[src/rtl/plic_lite.sv]
// plic_lite: compact platform interrupt controller. Synchronises NUM_SRC raw
// requests, gates them per source (edge/level), arbitrates by priority and
// exposes PRIO/PENDING/ENABLE/EDGE/THRESHOLD/CLAIM registers on a word port.
module plic_lite #(
  parameter int unsigned NUM_SRC     = 8,
  parameter int unsigned PRIO_W      = 3,
  parameter int unsigned SYNC_STAGES = 2
) (
  input  logic               clk,
  input  logic               rst_n,
  input  logic [NUM_SRC-1:0] src_irq,
  input  logic               reg_we,
  input  logic               reg_re,
  input  logic [7:0]         reg_addr,
  input  logic [31:0]        reg_wdata,
  output logic [31:0]        reg_rdata,
  output logic               reg_rvalid,
  output logic               ext_irq
);

  localparam int unsigned ID_W   = 5;
  localparam int unsigned WORD_W = 6;

  localparam logic [WORD_W-1:0] W_PENDING = WORD_W'(32);
  localparam logic [WORD_W-1:0] W_ENABLE  = WORD_W'(33);
  localparam logic [WORD_W-1:0] W_EDGE    = WORD_W'(34);
  localparam logic [WORD_W-1:0] W_THRESH  = WORD_W'(35);
  localparam logic [WORD_W-1:0] W_CLAIM   = WORD_W'(36);

  logic [NUM_SRC-1:0] sync_q [SYNC_STAGES];
  logic [NUM_SRC:1]   synced;
  logic [NUM_SRC:1]   prev_q;

  logic [NUM_SRC:1]   pending_q, pending_d;
  logic [NUM_SRC:1]   insvc_q, insvc_d;
  logic [NUM_SRC:1]   enable_q, enable_d;
  logic [NUM_SRC:1]   mode_edge_q, mode_edge_d;
  logic [PRIO_W-1:0]  prio_q [1:NUM_SRC];
  logic [PRIO_W-1:0]  prio_d [1:NUM_SRC];
  logic [PRIO_W-1:0]  thresh_q, thresh_d;
  logic [31:0]        rdata_q, rdata_d;
  logic               rvalid_q, rvalid_d;
  logic               ext_irq_q, ext_irq_d;

  logic [NUM_SRC:1]   eligible;
  logic [NUM_SRC:1]   gw_set;
  logic [NUM_SRC:1]   claim_clr;
  logic [ID_W-1:0]    win_id;
  logic [PRIO_W-1:0]  win_prio;
  logic [WORD_W-1:0]  word;
  logic               rd_acc;

  assign synced     = sync_q[SYNC_STAGES-1];
  assign reg_rdata  = rdata_q;
  assign reg_rvalid = rvalid_q;
  assign ext_irq    = ext_irq_q;

  // Synchroniser chain plus one delayed copy for edge detection.
  always_ff @(posedge clk or negedge rst_n) begin
    if (!rst_n) begin
      for (int unsigned k = 0; k < SYNC_STAGES; k++) sync_q[k] <= '0;
      prev_q <= '0;
    end else begin
      sync_q[0] <= src_irq;
      for (int unsigned k = 1; k < SYNC_STAGES; k++) sync_q[k] <= sync_q[k-1];
      prev_q <= synced;
    end
  end

  // Sources that may currently raise the interrupt line.
  always_comb begin
    eligible = '0;
    for (int unsigned i = 1; i <= NUM_SRC; i++) begin
      eligible[i] = pending_q[i] & enable_q[i] & (prio_q[i] > thresh_q);
    end
  end

  // Highest priority wins; strict compare keeps the lowest ID on ties.
  always_comb begin
    win_id   = '0;
    win_prio = '0;
    for (int unsigned i = 1; i <= NUM_SRC; i++) begin
      if (eligible[i] && (prio_q[i] > win_prio)) begin
        win_id   = ID_W'(i);
        win_prio = prio_q[i];
      end
    end
  end

  // Next-state: gateways, register writes, reads and claim side effects.
  always_comb begin
    word        = reg_addr[7:2];
    rd_acc      = reg_re & ~reg_we;
    prio_d      = prio_q;
    enable_d    = enable_q;
    mode_edge_d = mode_edge_q;
    thresh_d    = thresh_q;
    insvc_d     = insvc_q;
    rdata_d     = rdata_q;
    rvalid_d    = rd_acc;
    claim_clr   = '0;
    gw_set      = '0;

    for (int unsigned i = 1; i <= NUM_SRC; i++) begin
      if (mode_edge_q[i]) gw_set[i] = synced[i] & ~prev_q[i];
      else                gw_set[i] = synced[i] & ~insvc_q[i] & ~pending_q[i];
    end

    if (reg_we) begin
      for (int unsigned i = 1; i <= NUM_SRC; i++) begin
        if (word == WORD_W'(i)) prio_d[i] = reg_wdata[PRIO_W-1:0];
      end
      case (word)
        W_ENABLE: enable_d    = reg_wdata[NUM_SRC:1];
        W_EDGE:   mode_edge_d = reg_wdata[NUM_SRC:1];
        W_THRESH: thresh_d    = reg_wdata[PRIO_W-1:0];
        W_CLAIM: begin
          for (int unsigned i = 1; i <= NUM_SRC; i++) begin
            if (reg_wdata[ID_W-1:0] == ID_W'(i)) insvc_d[i] = 1'b0;
          end
        end
        default: ;
      endcase
    end

    if (rd_acc) begin
      rdata_d = '0;
      for (int unsigned i = 1; i <= NUM_SRC; i++) begin
        if (word == WORD_W'(i)) rdata_d = 32'(prio_q[i]);
      end
      case (word)
        W_PENDING: rdata_d = 32'({pending_q, 1'b0});
        W_ENABLE:  rdata_d = 32'({enable_q, 1'b0});
        W_EDGE:    rdata_d = 32'({mode_edge_q, 1'b0});
        W_THRESH:  rdata_d = 32'(thresh_q);
        W_CLAIM: begin
          rdata_d = 32'(win_id);
          for (int unsigned i = 1; i <= NUM_SRC; i++) begin
            if (win_id == ID_W'(i)) begin
              claim_clr[i] = 1'b1;
              insvc_d[i]   = 1'b1;
            end
          end
        end
        default: ;
      endcase
    end

    // A new edge arriving with its own claim keeps the source pending.
    pending_d = (pending_q & ~claim_clr) | gw_set;
    ext_irq_d = |eligible;
  end

  // Architectural state and registered outputs.
  always_ff @(posedge clk or negedge rst_n) begin
    if (!rst_n) begin
      for (int unsigned i = 1; i <= NUM_SRC; i++) prio_q[i] <= '0;
      pending_q   <= '0;
      insvc_q     <= '0;
      enable_q    <= '0;
      mode_edge_q <= '0;
      thresh_q    <= '0;
      rdata_q     <= '0;
      rvalid_q    <= 1'b0;
      ext_irq_q   <= 1'b0;
    end else begin
      prio_q      <= prio_d;
      pending_q   <= pending_d;
      insvc_q     <= insvc_d;
      enable_q    <= enable_d;
      mode_edge_q <= mode_edge_d;
      thresh_q    <= thresh_d;
      rdata_q     <= rdata_d;
      rvalid_q    <= rvalid_d;
      ext_irq_q   <= ext_irq_d;
    end
  end

endmodule

[config.mk]
export PLATFORM = sky130hd
export DESIGN_NAME = plic_lite
export DESIGN_NICKNAME = d
export VERILOG_FILES = /design/src/rtl/plic_lite.sv
export SDC_FILE = /design/constraint.sdc
export NUM_CORES = 1
export LEC_CHECK = 0
export ABC_AREA = 1
export BUFFER_PORTS_ARGS = -buffer_cell sky130_fd_sc_hd__buf_2
export CAP_MARGIN = 20
export CORE_ASPECT_RATIO = 1.2
export CORE_MARGIN = 2
export CORE_UTILIZATION = 55
export DETAILED_ROUTE_END_ITERATION = 8
export PLACE_DENSITY = 0.8
export SKIP_CTS_REPAIR_TIMING = 1
export SLEW_MARGIN = 10
export SYNTH_ARGS = -nofsm -noshare
export SYNTH_HDL_FRONTEND = slang
export SYNTH_SLANG_ARGS = --single-unit
[constraint.sdc]
create_clock -name clk -period 26.2 [get_ports clk]
set_input_delay 6.55 -clock clk [delete_from_list [all_inputs] [get_ports clk]]
set_output_delay 6.55 -clock clk [all_outputs]
set_load 0.005 [all_outputs]
# == After elaboration in Yosys (flattened, before gate mapping) ==
# Index checks and enable logic that the tools add are counted.
# Widths: inputs -> output; s select.
# totals
reg_bits,117
output_inout_bits,34
word_cells,215
# op_classes
order_cmp,16
n_eq_ne,29
mux,62
bitwise_logic,69
n_reduce_logical,20
# op_table
op,n
$mux 32,7
$pmux 32 s5,1
$mux 8,6
$gt 3x3->1,15
$and 1x1->1,41
$eq 5x3->1 const B,8
$mux 1,33
$eq 6x6->1 const B,5
$mux 5,6
$not 1->1,25
$eq 6x3->1 const B,4
$mux 3,8
$reduce_and 2->1,11
$eq 5x2->1 const B,4
$eq 6x2->1 const B,2
$eq 5x1->1 const B,2
$eq 5x4->1 const B,2
$and 8x8->8,1
$logic_and 1x1->1,8
$not 8->8,1
$or 8x8->8,1
$reduce_or 8->1,1
$eq 6x1->1 const B,1
$eq 6x4->1 const B,1
2 further kinds,2

# == Logic depth before layout (Yosys ltp) ==
# Gate-level depths: netlist (run 1).
# depth
depth_word,32
mapped_depth,64

# == Worst setup path after synthesis (run 1) ==
# Ideal clock, no wire load.
# synth_timing
path_type,register to register
startpoint,reg thresh_q[2]
endpoint,reg pending_q[8] in the netlist's numbering
arrival_time_ns,8.167
path_slack_ns,17.911
stages_incl_launch_ff,58
path_cell_list,dfrtp_1 > inv_1 > ha_1 > nand3_1 > nand2_1 > inv_2 > nand4_1 > ha_1 > nand3_1 > a21boi_2 > nand2_4 > o21ai_0 > ha_1 > and3_1 > a21oi_1 > nand2_2 > nand2_1 > o21ai_1 > [22 not listed] > nand2_1 > nor2_1 > a211oi_1 > nor3_1 > clkinv_1 > nand2_1 > o21ai_0 > ha_1 > nand2_1 > nor2_1 > a211oi_1 > nor3_1 > inv_1 > nor2_1 > inv_1 > nor2_1 > inv_1 > a32o_1
# synth_between
elab_chain_len,32
# synth_rtl
element,line,rtl
"start, declared",40,"logic [PRIO_W-1:0] thresh_q, thresh_d;"
"start signal, assigned",172,thresh_q <= thresh_d;
$gt 3x3->1,74,eligible[i] = pending_q[i] & enable_q[i] & (prio_q[i] > thresh_q);
$and 1x1->1,74,
$logic_and 1x1->1,83,if (eligible[i] && (prio_q[i] > win_prio)) begin
$mux 3,83,
$gt 3x3->1,83,
$logic_and 1x1->1,83,
$mux 3,83,
$gt 3x3->1,83,
[17 not listed],-,
$eq 5x4->1 *,139,if (win_id == ID_W'(i)) begin
$mux 1 *,139,
$mux 8 *,131,case (word)
$mux 8 *,126,if (rd_acc) begin
$not 8->8 *,150,pending_d = (pending_q & ~claim_clr) | gw_set;
$and 8x8->8 *,150,
$or 8x8->8 *,150,
"via pending_d, one bit",34,"logic [NUM_SRC:1] pending_q, pending_d;"
"end signal, assigned",168,pending_q <= pending_d;
"end, declared",34,
# Mark *: on every way through the listed nets, which the timed path passes. The rest lies on a longest branch.
# A chain may end at the register's enable or synchronous reset.

# == Worst setup path after layout (run 1) ==
# Ends and elaborated chain as after synthesis.

==> reports/summary.txt, run 1 <==
Outcome = complete, no violations
Clock sink total = 94
Worst Path Arrival = 10.29 ns
Share of the synthesized area in the top cell type = 0.429
GP Congestion = 0.953
First-pass GRT wire length = 22.3 mm
Initial detailed-routing violation count = 308
Post-synthesis xor/xnor area fraction = 0
Register area share after synthesis = 0.429
Wire length per cell = 16.0 um
Min Hold Slack = 0.348 ns
Initial antenna violation count = 0
Port Buffers = 37
Minimum clock period = 10.06 ns
Post-synthesis cell type count = 42
Synth top area cells = dfrtp_1 43%, nand2_1 11%, ha_1 9.1%, o21ai_0 6.7%, inv_1 5.3%
Root buf cell = clkbuf_16
Core Rows = 39
Setup TNS = 0 ns
Leak = 3.02 nW
Layout net count = 813
Top cell type by total area after synthesis = dfrtp_1
Die width = 95.1 um
Non-Filler Cell Area, Final = 6010 sq um
Grt ovf = 0
Clock buffer depth = 2
Worst Max-Slew Pin Slew = 0.857 ns
Crit path kind = flop to flop
VDD IR max = 56.2 uV
Endpoint class of the critical path = flop
Crit path max fanout = 10
Largest family of logic cells by synthesized area = simple AND/OR/NAND/NOR gates
Post-Synth Adder-Cell Area = 0.0913
Mean cell area of the mapped netlist = 8.08 sq um
WP buf/inv = 9
WL final = 13.6 mm
Area of the core = 9610 sq um
Compound-Gate Fraction of Synth Area = 0.135
Max-slew violations = 0
Die ar. = 10800 sq um
Yosys reg bits = 94
HPWL after DPL = 10.4 mm
Pre-Repair DR Iteration Count = 5
RR Endpoint = pending_q[8]
Area growth, synth to finish = 9.64%
Share of layout cells above drive strength 1 = 0.124
Vias in the first global route = 4725
Worst Skew = 0.00453 ns
DRC viols = 0
CTS tree = built
Worst Path Required = 26.43 ns
Pin count of the biggest net entering global routing = 72
Fmax = 99.4 MHz
R2r worst-path depth = 58
Avg Vias per Cell = 5.56
Mapped Cells = 678
Pwr Density = 69.1 nW/um^2
Worst hold stages = 0
Clock Pin Slew Worst Setup and Hold Paths = 0.06 ns
Worst Hold End = synced[1]
Endpoints failing hold = 0
Crit path top cell by count = ha_1
Setup violators final = 0
Cell family with most CP delay = simple AND/OR/NAND/NOR gates
Initial Util = 0.570
Post-synthesis mux area share = 0.00183
Num CTS Buffers = 9
MaxCap Viol Count = 0
RSZ-0062 raised after global routing = no
Worst-skew pair later-pin latency = 0.35 ns
DP Area = 5720 sq um
Io pins = 86
HP Class = flop to flop
WP depth = 58
N_diodes = 0
H-Tree Depth = 3
Slowest stage delay, CP = 0.39 ns
Yosys warns = 0
Hold Crit Start = sync_q[8]
Final ANT Viol Nets = 0
Die height = 113 um
Reg2reg setup slack = 16.14 ns
Synthesized area = 5480 sq um
Max_slew headroom = 0.429
Final Total Pwr = 0.000415 W
Via count = 4713
Tot GR Track Use = 0.271
Startpoint types = flop
Simple-Gate Fraction of Synth Area = 0.251
CP max stage cell = nor3_1
Reg-to-reg critical path startpoint = thresh_q[2]
Tcrit/Tclk final = 0.384
cells in the mapped netlist (all sizes together):
cell,instances
a2111oi,2
a211oi,3
a21boi,1
a21o,1
a21oi,19
a221oi,4
a22oi,1
a31oi,2
a32o,1
and3,1
buf,23
clkbuf,6
clkinv,1
conb,1
dfrtp,94
ha,40
inv,80
mux2i,1
nand2,180
nand3,47
nand3b,2
nand4,11
nor2,53
nor3,7
o2111a,1
o2111ai,2
o211ai,4
o21ai,78
o21bai,1
o22ai,6
o31ai,2
o41ai,1
or2,2
cell type report:
cell class	instances	area, sq um
clock inverter	4	31.3
clock buffer	11	253
timing repair buffer	39	203
fill	843	3610
multi-input combinational	496	2710
inverter	81	304
tap	123	154
sequential	94	2350
state kept, by name (all words and copies together) (netlist names):
register / count
prio_q: 24
reg_rdata: 9
enable_q: 8
insvc_q: 8
mode_edge_q: 8
pending_q: 8
prev_q: 8
sync_q: 8
synced: 8
thresh_q: 3
ext_irq: 1
reg_rvalid: 1
where the power goes:
part | internal [W] | switching (W) | total (W)
registers | 0.000158 | 0.0000129 | 0.000171
clock network | 0.0000694 | 0.0000541 | 0.000124
logic | 0.0000446 | 0.0000758 | 0.000120
total | 0.000272 | 0.000143 | 0.000415
cells in the final DEF (no fill, tap or decap), types with 2 or more instances in the layout:
cell type and n:
a211oi_1 3, a31oi_1 2, inv_2 3, nand3_1 39, a2111oi_0 2, nand3_2 8, a21oi_1 18, buf_2 36
dfrtp_1 94, nor2_2 5, o21ai_1 5, conb_1 23, o22ai_1 6, nand2_2 11, nand4_1 11, a221oi_1 4
nand2_4 3, o211ai_1 4, nand2_1 166, inv_1 77, o2111ai_1 2, o31ai_1 2, nor3_1 7, nor2_4 3
o21ai_0 73, nor2_1 45, clkbuf_16 9, buf_4 3, ha_1 40, clkinv_4 2, clkbuf_8 2, nand3b_1 2
stage by stage:
| step | util | std cells | setup WS [ns] |
|---|---|---|---|
| after floorplan | - | 700 | 17.91 |
| after global placement | 0.595 | 833 | 16.61 |
| after detailed placement | 0.595 | 833 | 16.26 |
| after CTS | 0.625 | 848 | 16.25 |
| after global routing | 0.625 | 848 | 15.21 |
| final | 0.625 | 848 | 16.14 |
how the worst max path moves through the flow:
stage	startpoint	to	slack, ns
after detailed placement	thresh_q[2]	pending_q[8]	16.26
after global placement	thresh_q[2]	pending_q[8]	16.61
final	thresh_q[2]	pending_q[8]	16.14
after CTS	thresh_q[2]	pending_q[8]	16.25
after global routing	thresh_q[2]	pending_q[8]	15.21
after floorplan	thresh_q[2]	pending_q[8]	17.91
layer usage:
metal  vias up  share of wire  GRT usage
met5         -              0          0
met4         0          0.016      0.108
met3        16          0.043     0.0340
met2       136           0.52      0.468
met1      2258           0.42      0.341
li1       2303              -          -
kinds of logic (layout without fill, tap and decap cells):
group,count (synthesis),in the layout
AOI/OAI and AO/OA,129,129
adders and majority gates,40,40
buffers and inverters,110,135
DFF,94,94
muxes,1,1
other,1,23
and+or+nand+nor,303,303
(Power assumes the default switching activity.)
==> run 2: changes to the inputs <==
==> constraint.sdc (replaced) <==
create_clock -name clk -period 9.54 [get_ports clk]
set_input_delay 2.385 -clock clk [delete_from_list [all_inputs] [get_ports clk]]
set_output_delay 2.385 -clock clk [all_outputs]
set_load 0.005 [all_outputs]
==> reports/summary.txt, run 2 (synthesis gave the netlist of run 1 again) <==
Finished Layout Cells = 854
Pin count of the biggest net entering global routing = 72
Most frequent cells in the layout = 166 x nand2_1, 94 x dfrtp_1, 77 x inv_1
VDD IR max = 156 uV
Worst Skew = 0.00746 ns
Port Buffers = 37
Largest register by flop count = prio_q
Min Hold Slack = 0.349 ns
Critical path origin = prio_q[22]
Clock buffer depth = 2
Crit path kind = flop to flop
Final core utilization = 0.638
Area of the core = 9610 sq um
HPWL after DPL = 10.4 mm
Cells after DPL = 838
Io pins = 86
Crit path top cell by count = nand2_1
Endpoints failing hold = 0
Leak = 3.08 nW
Area growth, synth to finish = 12.0%
Worst Max-Slew Pin Slew = 0.876 ns
WL final = 13.8 mm
Die height = 113 um
N_diodes = 0
Reg-to-reg critical path startpoint = prio_q[22]
Wire length per cell = 16.2 um
Outcome = complete, no violations
Worst Path Required = 9.78 ns
Final Total Pwr = 0.00123 W
Initial Util = 0.570
Largest register FFs = 24
Die ar. = 10800 sq um
DP Worst Slack = 0.147 ns
Worst-skew pair later-pin latency = 0.35 ns
Vias in the first global route = 4773
Num CTS Buffers = 9
Final ANT Viol Nets = 0
Slowest stage delay, CP = 0.41 ns
CP max stage cell = dfrtp_1
Minimum clock period = 8.93 ns
H-Tree Depth = 3
Crit path max fanout = 10
Final WS setup = 0.614 ns
Via count = 4801
Endpoint class of the critical path = flop
DRC viols = 0
Die width = 95.1 um
Avg Vias per Cell = 5.62
Max_slew headroom = 0.416
R2r worst-path depth = 57
CP endpoint = pending_q[3]
Root buf cell = clkbuf_16
GP Congestion = 0.949
Reg2reg setup slack = 0.61 ns
CTS tree = built
Core Rows = 39
Worst Path Arrival = 9.16 ns
Tot GR Track Use = 0.277
Grt ovf = 0
Pre-Repair DR Iteration Count = 5
MaxCap Viol Count = 0
Clock Pin Slew Worst Setup and Hold Paths = 0.07 ns
Setup violators final = 0
Share of layout cells above drive strength 1 = 0.138
RR Endpoint = pending_q[3]
Startpoint types = flop
Layout net count = 818
Fmax = 112 MHz
Commonest non-fill, non-tap cell in the layout = nand2_1
Clock sink total = 94
Max-slew violations = 0
HP Class = flop to flop
Initial antenna violation count = 0
Initial detailed-routing violation count = 330
Tcrit/Tclk final = 0.936
Pwr Density = 201 nW/um^2
First-pass GRT wire length = 22.8 mm
[run 2: cell count changes in the layout (fill, tap and decap cells not counted), sizes merged]
cell      change
clkinv        -4
inv           +3
clkbuf        -2
bufinv        +3
buf           +5
clkinvlp      +1
[run 2: critical path: cells and delay by family (launching register included)]
family	cells	cell delay (ns)
AND/OR/NAND/NOR	32	3.52
adder cells (fa/ha/maj)	8	2.33
AO/OA/AOI/OAI	12	2.10
buffers and inverters	5	0.42
flip-flops	1	0.41
[run 2: power breakdown]
group | switching, W | internal, W | total [W]
Sequential | 0.0000323 | 0.000434 | 0.000466
Clock | 0.000161 | 0.000260 | 0.000421
Combinational | 0.000218 | 0.000129 | 0.000347
[run 2: worst min-delay path by stage]
stage | from | endpoint | slack (ns) | cells after the start
floorplan | sync_q[8] | synced[1] | 0.33 | 0
global placement | sync_q[9] | synced[2] | 0.33 | 0
detailed placement | sync_q[8] | synced[1] | 0.34 | 0
CTS | sync_q[8] | synced[1] | 0.35 | 0
global route | sync_q[9] | synced[2] | 0.36 | 0
finish | sync_q[8] | synced[1] | 0.35 | 0
[run 2: layout make-up]
type | count | area [sq um]
inverter | 81 | 304
fill | 813 | 3480
multi-input combinational | 496 | 2730
tap | 123 | 154
sequential | 94 | 2350
clock buffer | 9 | 225
timing repair buffer | 44 | 240
clock inverter | 7 | 126
[run 2: layer usage]
layer  GRT usage  routed length [um]  part of all wire
met1       0.357                5610              0.41
met2       0.452                6780              0.49
met3      0.0360                 848             0.061
met4       0.147                 587             0.042
met5           0                   0                 0
[run 2: through the flow]
stage / instance area, sq um / TNS [ns]
after floorplan: 5560 / 0
after global placement: 5760 / 0
after detailed placement: 5760 / 0
after CTS: 6110 / 0
after global routing: 6140 / -0.0250
final: 6140 / 0
==> run 3: changes to the inputs <==
--- a/config.mk
+++ b/config.mk
@@ -12,7 +12,7 @@
 export CORE_MARGIN = 2
 export CORE_UTILIZATION = 55
 export DETAILED_ROUTE_END_ITERATION = 8
-export PLACE_DENSITY = 0.8
+export PLACE_DENSITY = 0.89
 export SKIP_CTS_REPAIR_TIMING = 1
 export SLEW_MARGIN = 10
 export SYNTH_ARGS = -nofsm -noshare
==> reports/summary.txt, run 3 (synthesis gave the netlist of run 1 again) <==
Outcome = complete, no violations
Fmax = 113 MHz
Minimum clock period = 8.85 ns
Non-Filler Cell Area, Final = 6110 sq um
Pin count of the biggest net entering global routing = 55
Worst Skew = 0.00731 ns
Port Buffers = 37
Wire length per cell = 16.8 um
Endpoints failing hold = 0
Clock buffer depth = 2
Via count = 4977
Worst Max-Slew Pin Slew = 0.723 ns
Share of layout cells above drive strength 1 = 0.144
Die width = 95.1 um
Core Rows = 39
Grt ovf = 0
Crit path kind = flop to flop
Largest register FFs = 24
Commonest non-fill, non-tap cell in the layout = nand2_1
WL final = 14.5 mm
DRC viols = 0
Clock sink total = 94
Max_slew headroom = 0.517
Setup violators final = 0
CTS tree = built
Vias in the first global route = 4952
Slowest stage delay, CP = 0.39 ns
Initial Util = 0.570
Pre-Repair DR Iteration Count = 5
H-Tree Depth = 3
Layout net count = 822
HPWL after DPL = 10.8 mm
Final Total Pwr = 0.00117 W
Cells after DPL = 841
Worst Path Required = 9.78 ns
Fillers = 781
Root buf cell = clkbuf_16
Area growth, synth to finish = 11.5%
Pwr Density = 192 nW/um^2
Most frequent cells in the layout = 166 x nand2_1, 94 x dfrtp_1, 77 x inv_1
MaxCap Viol Count = 0
Finished Layout Cells = 858
Crit path top cell by count = nand2_1
Worst-skew pair later-pin latency = 0.35 ns
VDD IR max = 188 uV
Avg Vias per Cell = 5.80
Tot GR Track Use = 0.287
Multi-input gate area = 2740 sq um
GP Congestion = 0.933
First-pass GRT wire length = 23.5 mm
Startpoint types = flop
DP Area = 5780 sq um
HP Class = flop to flop
Endpoint class of the critical path = flop
Worst Path Arrival = 9.09 ns
Num CTS Buffers = 9
Max-slew violations = 0
Final core utilization = 0.635
Crit path max fanout = 10
Register area = 2350 sq um
Die ar. = 10800 sq um
Reg2reg setup slack = 0.69 ns
Die height = 113 um
Final ANT Viol Nets = 0
Clock Pin Slew Worst Setup and Hold Paths = 0.07 ns
Initial antenna violation count = 0
Io pins = 86
N_diodes = 0
Initial detailed-routing violation count = 435
Tcrit/Tclk final = 0.928
Leak = 3.07 nW
Area of the core = 9610 sq um
CP max stage cell = dfrtp_1
Largest register by flop count = prio_q
[run 3: final timing paths]
check                             from            to  depth (start not counted)
setup / recovery           thresh_q[2]  pending_q[2]                         59
hold / removal               sync_q[9]     synced[2]                          0
setup reg to reg           thresh_q[2]  pending_q[2]                         59
hold reg to reg              sync_q[9]     synced[2]                          0
max in group asynchronous        rst_n  pending_q[4]                          2
min in group asynchronous        rst_n     prev_q[8]                          1
[run 3: where the power goes]
| part | leakage [nW] | switching [W] | internal [W] |
|---|---|---|---|
| clock | 0.137 | 0.000160 | 0.000187 |
| combinational | 1.77 | 0.000228 | 0.000130 |
| sequential | 1.17 | 0.0000336 | 0.000434 |
[run 3: through the flow]
step	TNS [ns]	hold WS, ns	setup WS (ns)
2_1_floorplan	0	0.331	1.25
3_3_place_gp	0	0.333	0.538
3_5_place_dp	0	0.335	0.0660
4_1_cts	0	0.346	0.0201
5_1_grt	-0.0932	0.365	-0.0568
6_report	0	0.349	0.689
[run 3: critical path, delay by kind of cell (launching register included)]
family | cells | cell delay [ns]
simple gates | 30 | 3.24
fa+ha+maj | 8 | 2.27
buf+inv | 8 | 0.64
compound gates | 13 | 2.18
flops | 1 | 0.39
[run 3: layer usage]
metal,wire length [um],vias up,track usage
met5,0,-,0
met4,811,0,0.184
met3,954,70,0.0526
met2,7270,251,0.470
met1,5420,2333,0.343
li1,-,2323,-
[run 3: area by class of cell]
cell class | instances | share of cell area
Clock buffer | 11 | 0.0397
Timing Repair Buffer | 48 | 0.0443
Clock inverter | 5 | 0.00697
Tap cell | 123 | 0.0252
Multi-Input combinational cell | 496 | 0.449
Sequential cell | 94 | 0.385
Inverter | 81 | 0.0498
